`config.mk`:
```
export PLATFORM = sky130hd
export DESIGN_NAME = digital_clock_settable
export DESIGN_NICKNAME = d
export VERILOG_FILES = /design/src/rtl/digital_clock_settable.sv
export SDC_FILE = /design/constraint.sdc
export NUM_CORES = 1
export LEC_CHECK = 0
export CORE_UTILIZATION = 45
export CTS_BUF_LIST = sky130_fd_sc_hd__clkbuf_16
export CTS_CLUSTER_SIZE = 25
export DETAILED_ROUTE_END_ITERATION = 12
export PLACE_DENSITY = 0.66
export SLEW_MARGIN = 40
export SYNTH_ARGS = -nofsm -noshare
export SYNTH_HDL_FRONTEND = slang
export SYNTH_SLANG_ARGS = --single-unit
```
`constraint.sdc`:
```
create_clock -name clk -period 4.8 [get_ports clk]
set_clock_uncertainty 0.15 [all_clocks]
set_input_delay 0.96 -clock clk [delete_from_list [all_inputs] [get_ports clk]]
set_output_delay 0.96 -clock clk [all_outputs]
set_load 0.03 [all_outputs]
```
`src/rtl/digital_clock_settable.sv`:
```
// Settable 24-hour HH:MM:SS timekeeper driving six 7-segment digits.
// RUN counts seconds from a CLK_HZ prescaler; mode_btn steps through SET_HR/SET_MIN/SET_SEC,
// where inc_btn bumps only the selected field and that field blinks.
// Display outputs are registered (one cycle behind the internal state).
module digital_clock_settable #(
  parameter int unsigned CLK_HZ         = 50000000,
  parameter int unsigned BLINK_HZ       = 2,
  parameter int unsigned SEG_ACTIVE_LOW = 1
) (
  input  logic       clk,
  input  logic       reset,
  input  logic       mode_btn,
  input  logic       inc_btn,
  input  logic       fmt_12h,
  output logic [6:0] seg0,
  output logic [6:0] seg1,
  output logic [6:0] seg2,
  output logic [6:0] seg3,
  output logic [6:0] seg4,
  output logic [6:0] seg5,
  output logic       pm_led,
  output logic       sec_tick,
  output logic       edit_active
);

  localparam int unsigned PW   = (CLK_HZ > 1) ? $clog2(CLK_HZ) : 1;
  localparam int unsigned HALF = CLK_HZ / (2 * BLINK_HZ);
  localparam int unsigned BW   = (HALF > 1) ? $clog2(HALF) : 1;
  localparam logic [PW-1:0] PrescMax = PW'(CLK_HZ - 1);
  localparam logic [BW-1:0] BlinkMax = BW'(HALF - 1);
  localparam logic [6:0]    SegOff   = (SEG_ACTIVE_LOW != 0) ? 7'h7F : 7'h00;

  typedef enum logic [1:0] {StRun, StSetHr, StSetMin, StSetSec} state_e;

  state_e        state_q, state_d;
  logic [PW-1:0] presc_q, presc_d;
  logic [5:0]    sec_q, sec_d;
  logic [5:0]    min_q, min_d;
  logic [4:0]    hr_q, hr_d;
  logic [BW-1:0] blink_cnt_q, blink_cnt_d;
  logic          blink_q, blink_d;
  logic          tick_q, tick_d;
  logic [41:0]   segs_q, segs_d;
  logic          pm_q, pm_d;
  logic          edit_q, edit_d;

  logic [4:0]    disp_hr;
  logic [3:0]    hr_tens, hr_ones, min_tens, min_ones, sec_tens, sec_ones;

  function automatic logic [3:0] div10(input logic [5:0] v);
    if (v >= 6'd50)      return 4'd5;
    else if (v >= 6'd40) return 4'd4;
    else if (v >= 6'd30) return 4'd3;
    else if (v >= 6'd20) return 4'd2;
    else if (v >= 6'd10) return 4'd1;
    else                 return 4'd0;
  endfunction

  function automatic logic [3:0] mod10(input logic [5:0] v);
    logic [5:0] t;
    t = {2'b00, div10(v)} * 6'd10;
    return 4'(v - t);
  endfunction

  // Active-high {g,f,e,d,c,b,a} pattern, blanked on request, then polarity applied.
  function automatic logic [6:0] enc(input logic [3:0] d, input logic blank);
    logic [6:0] p;
    case (d)
      4'd0:    p = 7'h3F;
      4'd1:    p = 7'h06;
      4'd2:    p = 7'h5B;
      4'd3:    p = 7'h4F;
      4'd4:    p = 7'h66;
      4'd5:    p = 7'h6D;
      4'd6:    p = 7'h7D;
      4'd7:    p = 7'h07;
      4'd8:    p = 7'h7F;
      4'd9:    p = 7'h6F;
      default: p = 7'h00;
    endcase
    if (blank) p = 7'h00;
    return (SEG_ACTIVE_LOW != 0) ? ~p : p;
  endfunction

  // State and datapath registers
  always_ff @(posedge clk or posedge reset) begin
    if (reset) begin
      state_q     <= StRun;
      presc_q     <= '0;
      sec_q       <= '0;
      min_q       <= '0;
      hr_q        <= '0;
      blink_cnt_q <= '0;
      blink_q     <= 1'b0;
      tick_q      <= 1'b0;
      segs_q      <= {6{SegOff}};
      pm_q        <= 1'b0;
      edit_q      <= 1'b0;
    end else begin
      state_q     <= state_d;
      presc_q     <= presc_d;
      sec_q       <= sec_d;
      min_q       <= min_d;
      hr_q        <= hr_d;
      blink_cnt_q <= blink_cnt_d;
      blink_q     <= blink_d;
      tick_q      <= tick_d;
      segs_q      <= segs_d;
      pm_q        <= pm_d;
      edit_q      <= edit_d;
    end
  end

  // Next state: each mode pulse advances around the RUN/SET ring
  always_comb begin
    state_d = state_q;
    if (mode_btn) begin
      unique case (state_q)
        StRun:    state_d = StSetHr;
        StSetHr:  state_d = StSetMin;
        StSetMin: state_d = StSetSec;
        StSetSec: state_d = StRun;
      endcase
    end
  end

  // Prescaler, time counters, field editing and blink phase
  always_comb begin
    presc_d     = presc_q;
    sec_d       = sec_q;
    min_d       = min_q;
    hr_d        = hr_q;
    tick_d      = 1'b0;
    blink_cnt_d = blink_cnt_q;
    blink_d     = blink_q;
    if (state_q == StRun) begin
      if (presc_q == PrescMax) begin
        presc_d = '0;
        tick_d  = 1'b1;
        if (sec_q == 6'd59) begin
          sec_d = '0;
          if (min_q == 6'd59) begin
            min_d = '0;
            hr_d  = (hr_q == 5'd23) ? 5'd0 : hr_q + 5'd1;
          end else begin
            min_d = min_q + 6'd1;
          end
        end else begin
          sec_d = sec_q + 6'd1;
        end
      end else begin
        presc_d = presc_q + 1'b1;
      end
    end else begin
      presc_d = '0;
      // A simultaneous mode pulse discards the increment
      if (inc_btn && !mode_btn) begin
        case (state_q)
          StSetHr:  hr_d  = (hr_q == 5'd23)  ? 5'd0 : hr_q + 5'd1;
          StSetMin: min_d = (min_q == 6'd59) ? 6'd0 : min_q + 6'd1;
          StSetSec: sec_d = (sec_q == 6'd59) ? 6'd0 : sec_q + 6'd1;
          default:  ;
        endcase
      end
    end
    if ((state_d != state_q) || (state_q == StRun)) begin
      blink_cnt_d = '0;
      blink_d     = 1'b0;
    end else if (blink_cnt_q == BlinkMax) begin
      blink_cnt_d = '0;
      blink_d     = ~blink_q;
    end else begin
      blink_cnt_d = blink_cnt_q + 1'b1;
    end
  end

  // Display decode feeding the registered outputs
  always_comb begin
    disp_hr = hr_q;
    if (fmt_12h) begin
      if (hr_q == 5'd0)       disp_hr = 5'd12;
      else if (hr_q > 5'd12)  disp_hr = hr_q - 5'd12;
    end
    hr_tens  = div10({1'b0, disp_hr});
    hr_ones  = mod10({1'b0, disp_hr});
    min_tens = div10(min_q);
    min_ones = mod10(min_q);
    sec_tens = div10(sec_q);
    sec_ones = mod10(sec_q);
    segs_d[41:35] = enc(hr_tens, (blink_q && state_q == StSetHr) ||
                                 (fmt_12h && hr_tens == 4'd0));
    segs_d[34:28] = enc(hr_ones,  blink_q && state_q == StSetHr);
    segs_d[27:21] = enc(min_tens, blink_q && state_q == StSetMin);
    segs_d[20:14] = enc(min_ones, blink_q && state_q == StSetMin);
    segs_d[13:7]  = enc(sec_tens, blink_q && state_q == StSetSec);
    segs_d[6:0]   = enc(sec_ones, blink_q && state_q == StSetSec);
    pm_d   = fmt_12h && (hr_q >= 5'd12);
    edit_d = (state_q != StRun);
  end

  assign seg5        = segs_q[41:35];
  assign seg4        = segs_q[34:28];
  assign seg3        = segs_q[27:21];
  assign seg2        = segs_q[20:14];
  assign seg1        = segs_q[13:7];
  assign seg0        = segs_q[6:0];
  assign pm_led      = pm_q;
  assign sec_tick    = tick_q;
  assign edit_active = edit_q;

endmodule
```
### Yosys cells after proc, flatten, opt, wreduce, memory -nomap -nowiden

Memories as Yosys holds them, arrays and structs flattened.
Cells that the tools add are included.

* register bits after elaboration: 115
* memory bits (read-only): 672
* input bits: 5
* output and inout bits: 45
* logic and storage cells: 138
* memories kept: 6

Memory list
* (no name shown): words 16, bits a word 7, rd ports 1, clocked after Yosys merged registers in 0, wr ports 0, RTL line 68 `case (d)`
* (no name shown): words 16, bits a word 7, rd ports 1, clocked after Yosys merged registers in 0, wr ports 0, RTL line 68
* (no name shown): words 16, bits a word 7, rd ports 1, clocked after Yosys merged registers in 0, wr ports 0, RTL line 68
* (no name shown): words 16, bits a word 7, rd ports 1, clocked after Yosys merged registers in 0, wr ports 0, RTL line 68
* (no name shown): words 16, bits a word 7, rd ports 1, clocked after Yosys merged registers in 0, wr ports 0, RTL line 68
* (no name shown): words 16, bits a word 7, rd ports 1, clocked after Yosys merged registers in 0, wr ports 0, RTL line 68

* $add $sub $neg: 9
* multiply operators: 3
* $lt $le $gt $ge: 17
* eq/ne operators: 12
* muxes and demuxes: 52
* bitwise operators: 7
* reductions and logical operators: 21

Operators with widths (number)
* 6-bit 2-to-1 mux: 11
* 26-bit 2-to-1 mux: 2
* 5-bit 2-to-1 mux: 10
* 24-bit 2-to-1 mux: 2
* 7-bit 2-to-1 mux: 6
* 7-bit inverter: 6
* 26-bit by 1-bit adder with 26-bit output (second input constant): 1
* 26-bit equality test (second input constant): 1
* 24-bit by 1-bit adder with 24-bit output (second input constant): 1
* 24-bit equality test (second input constant): 1
* 6-bit by 5-bit greater-or-equal comparator with 1-bit output (second input constant): 4
* 6-bit greater-or-equal comparator (second input constant): 4
* 4-bit 2-to-1 mux: 5
* 6-bit by 1-bit adder with 6-bit output (second input constant): 2
* 6-bit equality test (second input constant): 2
* 5-bit by 6-bit greater-or-equal comparator with 1-bit output (second input constant): 2
* 6-bit by 4-bit greater-or-equal comparator with 1-bit output (second input constant): 2
* 2-bit 2-to-1 mux: 6
* 2-bit nonzero test: 6
* 4-bit subtractor: 3
* 5-bit by 4-bit greater-or-equal comparator with 1-bit output (second input constant): 2
* 5-bit greater-or-equal comparator (second input constant): 2
* 4-bit by 3-bit multiplier with 3-bit output (second input constant): 2
* 2-bit one-hot mux with 4 select lines: 1
* 21 further kinds: 37

### Depth between registers and ports, before layout

* depth in word-level cells: 15
* depth in mapped cells: 17
* mapped depth without buffers: 16

### Worst setup path before layout

No wires, ideal clock.

* kind: input port to flip-flop
* from: input port fmt_12h
* to: register segs_q[34]
* setup time: 0.094 ns
* data arrival time: 3.296 ns
* data required time: 4.556 ns
* slack: 1.260 ns
* stages: 13
* path buffers: 1
* cells stage by stage: inv_1 -> a2111oi_1 -> o21ai_0 -> xnor2_1 -> nor2_1 -> ha_1 -> fa_1 -> buf_1 -> xor2_1 -> nand2_1 -> a211o_1 -> o311ai_0 -> o21ai_0

* longest elaborated chain between the ends: 12
* elaborated cells on any way between the ends: 16
* classes of those cells: add/sub: 1; mul: 1; order compare: 5; mux: 7; bitwise: 1; memory: 1

RTL lines
* start, declared: RTL line 14 `input logic fmt_12h,`
* 5-bit 2-to-1 mux (*): RTL line 180 `if (fmt_12h) begin`
* 5-bit by 4-bit greater-or-equal comparator with 1-bit output: RTL line 55 `else if (v >= 6'd10) return 4'd1;`
* 1-bit 2-to-1 mux: RTL line 55
* 2-bit 2-to-1 mux: RTL line 54 `else if (v >= 6'd20) return 4'd2;`
* 2-bit 2-to-1 mux: RTL line 53 `else if (v >= 6'd30) return 4'd3;`
* 3-bit 2-to-1 mux: RTL line 52 `else if (v >= 6'd40) return 4'd4;`
* 3-bit 2-to-1 mux: RTL line 51 `if (v >= 6'd50) return 4'd5;`
* 3-bit by 3-bit multiplier with 3-bit output: RTL line 61 `t = {2'b00, div10(v)} * 6'd10;`
* 4-bit subtractor (*): RTL line 62 `return 4'(v - t);`
* memory 16 x 7 bit (*)
* 7-bit 2-to-1 mux (*): RTL line 81 `if (blank) p = 7'h00;`
* 7-bit inverter (*): RTL line 82 `return (SEG_ACTIVE_LOW != 0) ? ~p : p;`
* named net segs_d[34]: RTL line 43 `logic [41:0] segs_q, segs_d;`
* end signal, assigned: RTL line 96 `segs_q <= {6{SegOff}};`
* end signal, assigned: RTL line 108 `segs_q <= segs_d;`
* end, declared: RTL line 43

Mark *: on every way through the listed nets, which the timed path passes. The rest lies on a longest branch.
A chain may end at the register's enable or synchronous reset.

### Worst setup path in the final report

Ends and elaborated chain as after synthesis.

==> summary.txt <==
Placement
  – Input/output buffers: 49
  – Routability cong.: roughly 0.85
  – Post-place instance area: 0.00732 mm²
  – Post-DP HPWL: 9210 µm
  – Setup WS pre-CTS: about 0.29 ns

STA
  – Worst hold slack: around 0.34 ns
  – Final number of hold-violating endpoints: 0
  – Setup_tns: 0 ns
  – Fmax: around 240 MHz
  – Final setup viols: 0
  – Least-Margin Pin Slew: 0.734 ns
  – RSZ-0062 raised after global routing: no
  – Final worst-path setup slack: 0.688 ns
  – Minimum clock period: 4.11 ns
  – Final period util: between 80% and 90%
  – Slew headroom: 51.1%
  – Max Slew Vio Count: 0

Floorplan
  – Die H: roughly 120 µm
  – Boundary Pins: 50
  – Core Area: 0.0145 mm²
  – DIE WIDTH: about 120 µm
  – Initial Utilization: 46.0%
  – Die area: 0.0153 mm²
  – Row count: 44

Setup path
  – CP delay by family, top: compound AO/OA/AOI/OAI gates
  – R2r startpoint: hr_q[2]
  – CP Cell Sequence: clkdlybuf4s50_1 -> inv_1 -> a2111oi_1 -> o21ai_0 -> xnor2_1 -> nor2_1 -> ha_1 -> fa_1 -> nor2b_1 -> nor2_1 -> nand2_1 -> o311ai_0 -> o21ai_0
  – Slowest-stage cell, CP: fa_1
  – Critical path startpoint category: input pin
  – Worst Path Required: 4.97 ns
  – Count of buffer and inverter cells on the critical path: 2
  – Largest stage delay, worst path: 0.76 ns
  – Setup crit end kind: flop
  – Worst Path Class, Setup: input pin to flop
  – Worst Setup SP: fmt_12h
  – Critical path arrival: 4.29 ns
  – Critical Path Fanout Max: 15

Logic synthesis
  – Mapped Area: 0.00668 mm²
  – Seq/Total Area, Yosys: 43.5%
  – Cell variety after synth: 75
  – Post-synth EDFFs: 0
  – Synth Warn #: 0
  – Mapped Cells: between 600 and 700
  – Post-synth ARST share: 100%
  – Yosys reg bits: 114
  – Avg Cell Area, Syn: 9.74 µm²
  – Syn nets: approximately 740
  – Top FF cell, synth: dfrtp_1

Clocking
  – Post-CTS Repair Setup Buffers: 0
  – Root buffer cell: clkbuf_16
  – CTS resizes: 0
  – Clk_lat worst skew: 0.42 ns
  – Clock Sinks: 114
  – Cts hold-fix bufs: 0
  – Clock transition at path regs: roughly 0.05 ns
  – TritonCTS buffer count: 17
  – CTS Buffer Depth: 2
  – CTS tree: done
  – H-tree depth: 4

Pwr
  – Sw Share: approximately 39%
  – Gate power share: 43.3%
  – Power Dens Cells: approximately 600 mW/mm²
  – Pleak: 3.36 nW
  – VDD IR max: between 300 and 400 µV
  – Clock power frac: 26.3%
  – Seq pwr share: a little under a third
  – Internal power: around 0.0029 W
  – Sw Pwr: 0.00181 W

Layout
  – Layout cells sized above 1: 14.3%
  – Final Util: 54.4%
  – NumNets Final: 788
  – Antenna cell count: 0
  – Area growth syn-to-layout: 18.4%
  – Final Instance Area: 0.00791 mm²

Global routing
  – Final global-route overflow total: 0
  – First-pass GRT wire length: 22500 µm
  – Largest net degree at the start of global routing: 59
  – Gr usage total: between 10% and 20%
  – Vias in the first global route: between 4000 and 5000
  – Antenna violations before repair: 0

Routing
  – Drt total wl: 13600 µm
  – DR vias/cell: 5.35
  – Drt pass-1 iters: 4
  – Initial DRC Count: 273
  – Vias after detailed routing: 4955
  – Routed len/inst: 14.6 µm
  – Antenna Nets Post-Route: 0
  – # DRC: 0

Job
  – Max cap viols: 0

Run status
  – Status: finished clean

Hold path
  – Hold Path Origin: blink_cnt_q[0]
  – Tightest Hold Check Type: flop to flop
==> layout make-up <==
cell class / instances / area (µm²)
inverter: 35 / 134
tap: 184 / 230
clock inverter: 15 / 150
multi-input combinational: 511 / 3550
fill: 1290 / 6620
clock buffer: 17 / 425
sequential: 114 / 2900
timing repair buffer: 51 / 518
==> stage by stage <==
stage | std cells | power, W
detailed placement | 895 | 0.00345
global route | 927 | 0.00501
CTS | 927 | 0.00473
finish | 927 | 0.00469
global placement | 895 | 0.00339
floorplan | 686 | 0.00292
==> kinds of logic after synthesis <==
kind of cell	after synthesis	share of synthesized area (%)
AOI/OAI and AO/OA	125	13.1
muxes	9	1.46
DFF	114	43.5
xor gates and xnor gates	52	7.10
buffers and inverters	61	3.76
and+or+nand+nor	272	20.9
adders and majority gates	53	10.3
==> sequential cells by signal, summed over array words and instances (netlist names), named ones only <==
name / count
segs_q: 41
presc_q: 26
blink_q: 1
hr_q: 5
state_q: 1
pm_led: 1
blink_cnt_q: 24
sec_q: 6
sec_tick: 1
edit_active: 1
min_q: 6
==> synth_stat cells (3+ instances only) <==
master / number / area, µm²
nand2_1: 62 / 233
dfrtp_1: 73 / 1830
o21ai_1: 5 / 25.0
a21o_1: 8 / 60.1
o21ai_0: 47 / 235
xnor2_1: 20 / 175
inv_1: 34 / 128
nor2_1: 81 / 304
mux2i_1: 3 / 30.0
a221o_1: 4 / 40.0
xor2_1: 31 / 272
a211oi_1: 5 / 37.5
nor3b_1: 3 / 22.5
and3_2: 3 / 22.5
o211ai_1: 3 / 22.5
nor3_1: 15 / 75.1
dfstp_2: 41 / 1080
or3_1: 7 / 43.8
nor4_1: 4 / 25.0
and3_1: 7 / 43.8
nor4b_1: 4 / 35.0
nand4_1: 13 / 81.3
a22o_1: 4 / 35.0
a21boi_0: 6 / 45.0
fa_1: 3 / 60.1
or2_2: 4 / 25.0
nor2b_1: 7 / 43.8
clkbuf_1: 16 / 60.1
o31ai_1: 7 / 52.6
nand3_1: 25 / 125
nand2b_1: 12 / 75.1
mux2_2: 6 / 67.6
a21oi_1: 18 / 90.1
buf_2: 6 / 30.0
ha_1: 50 / 626
==> path summary, 6_finish.rpt <==
path | endpoint | slack [ns] | depth (start not counted)
setup / recovery | segs_q[34] | 0.69 | 13
hold / removal | blink_cnt_q[0] | 0.34 | 1
setup reg to reg | segs_q[34] | 0.99 | 13
hold reg to reg | blink_cnt_q[0] | 0.34 | 1
max in group asynchronous | segs_q[12] | 2.81 | 3
min in group asynchronous | presc_q[2] | 0.89 | 2
==> routing by layer <==
layer	part of all wire [%]	GRT usage, %	up-vias
met1	47	24.0	2436
met3	2.1	4.81	11
met2	49	30.8	52
met5	0	0	-
met4	1.1	8.51	0
li1	-	-	2456
==> cells in the final DEF (no fill, tap or decap), types with 18 or more instances in the layout <==
| master | count |
|---|---|
| nor2_1 | 81 |
| dfrtp_1 | 73 |
| nand2_1 | 62 |
| ha_1 | 50 |
| clkdlybuf4s50_1 | 49 |
| o21ai_0 | 47 |
| dfstp_2 | 41 |
| inv_1 | 35 |
| xor2_1 | 31 |
| nand3_1 | 25 |
| xnor2_1 | 18 |
| a21oi_1 | 18 |
==> power by group through the flow <==
| stage | Sequential [W] | Combinational (W) | Clock [W] |
|---|---|---|---|
| after floorplan | 0.00163 | 0.00129 | 0 |
| after global placement | 0.00143 | 0.00196 | 0 |
| after detailed placement | 0.00144 | 0.00201 | 0 |
| after CTS | 0.00143 | 0.00204 | 0.00126 |
| after global routing | 0.00146 | 0.00225 | 0.00130 |
| final | 0.00143 | 0.00203 | 0.00123 |
(Power assumes the default switching activity.)
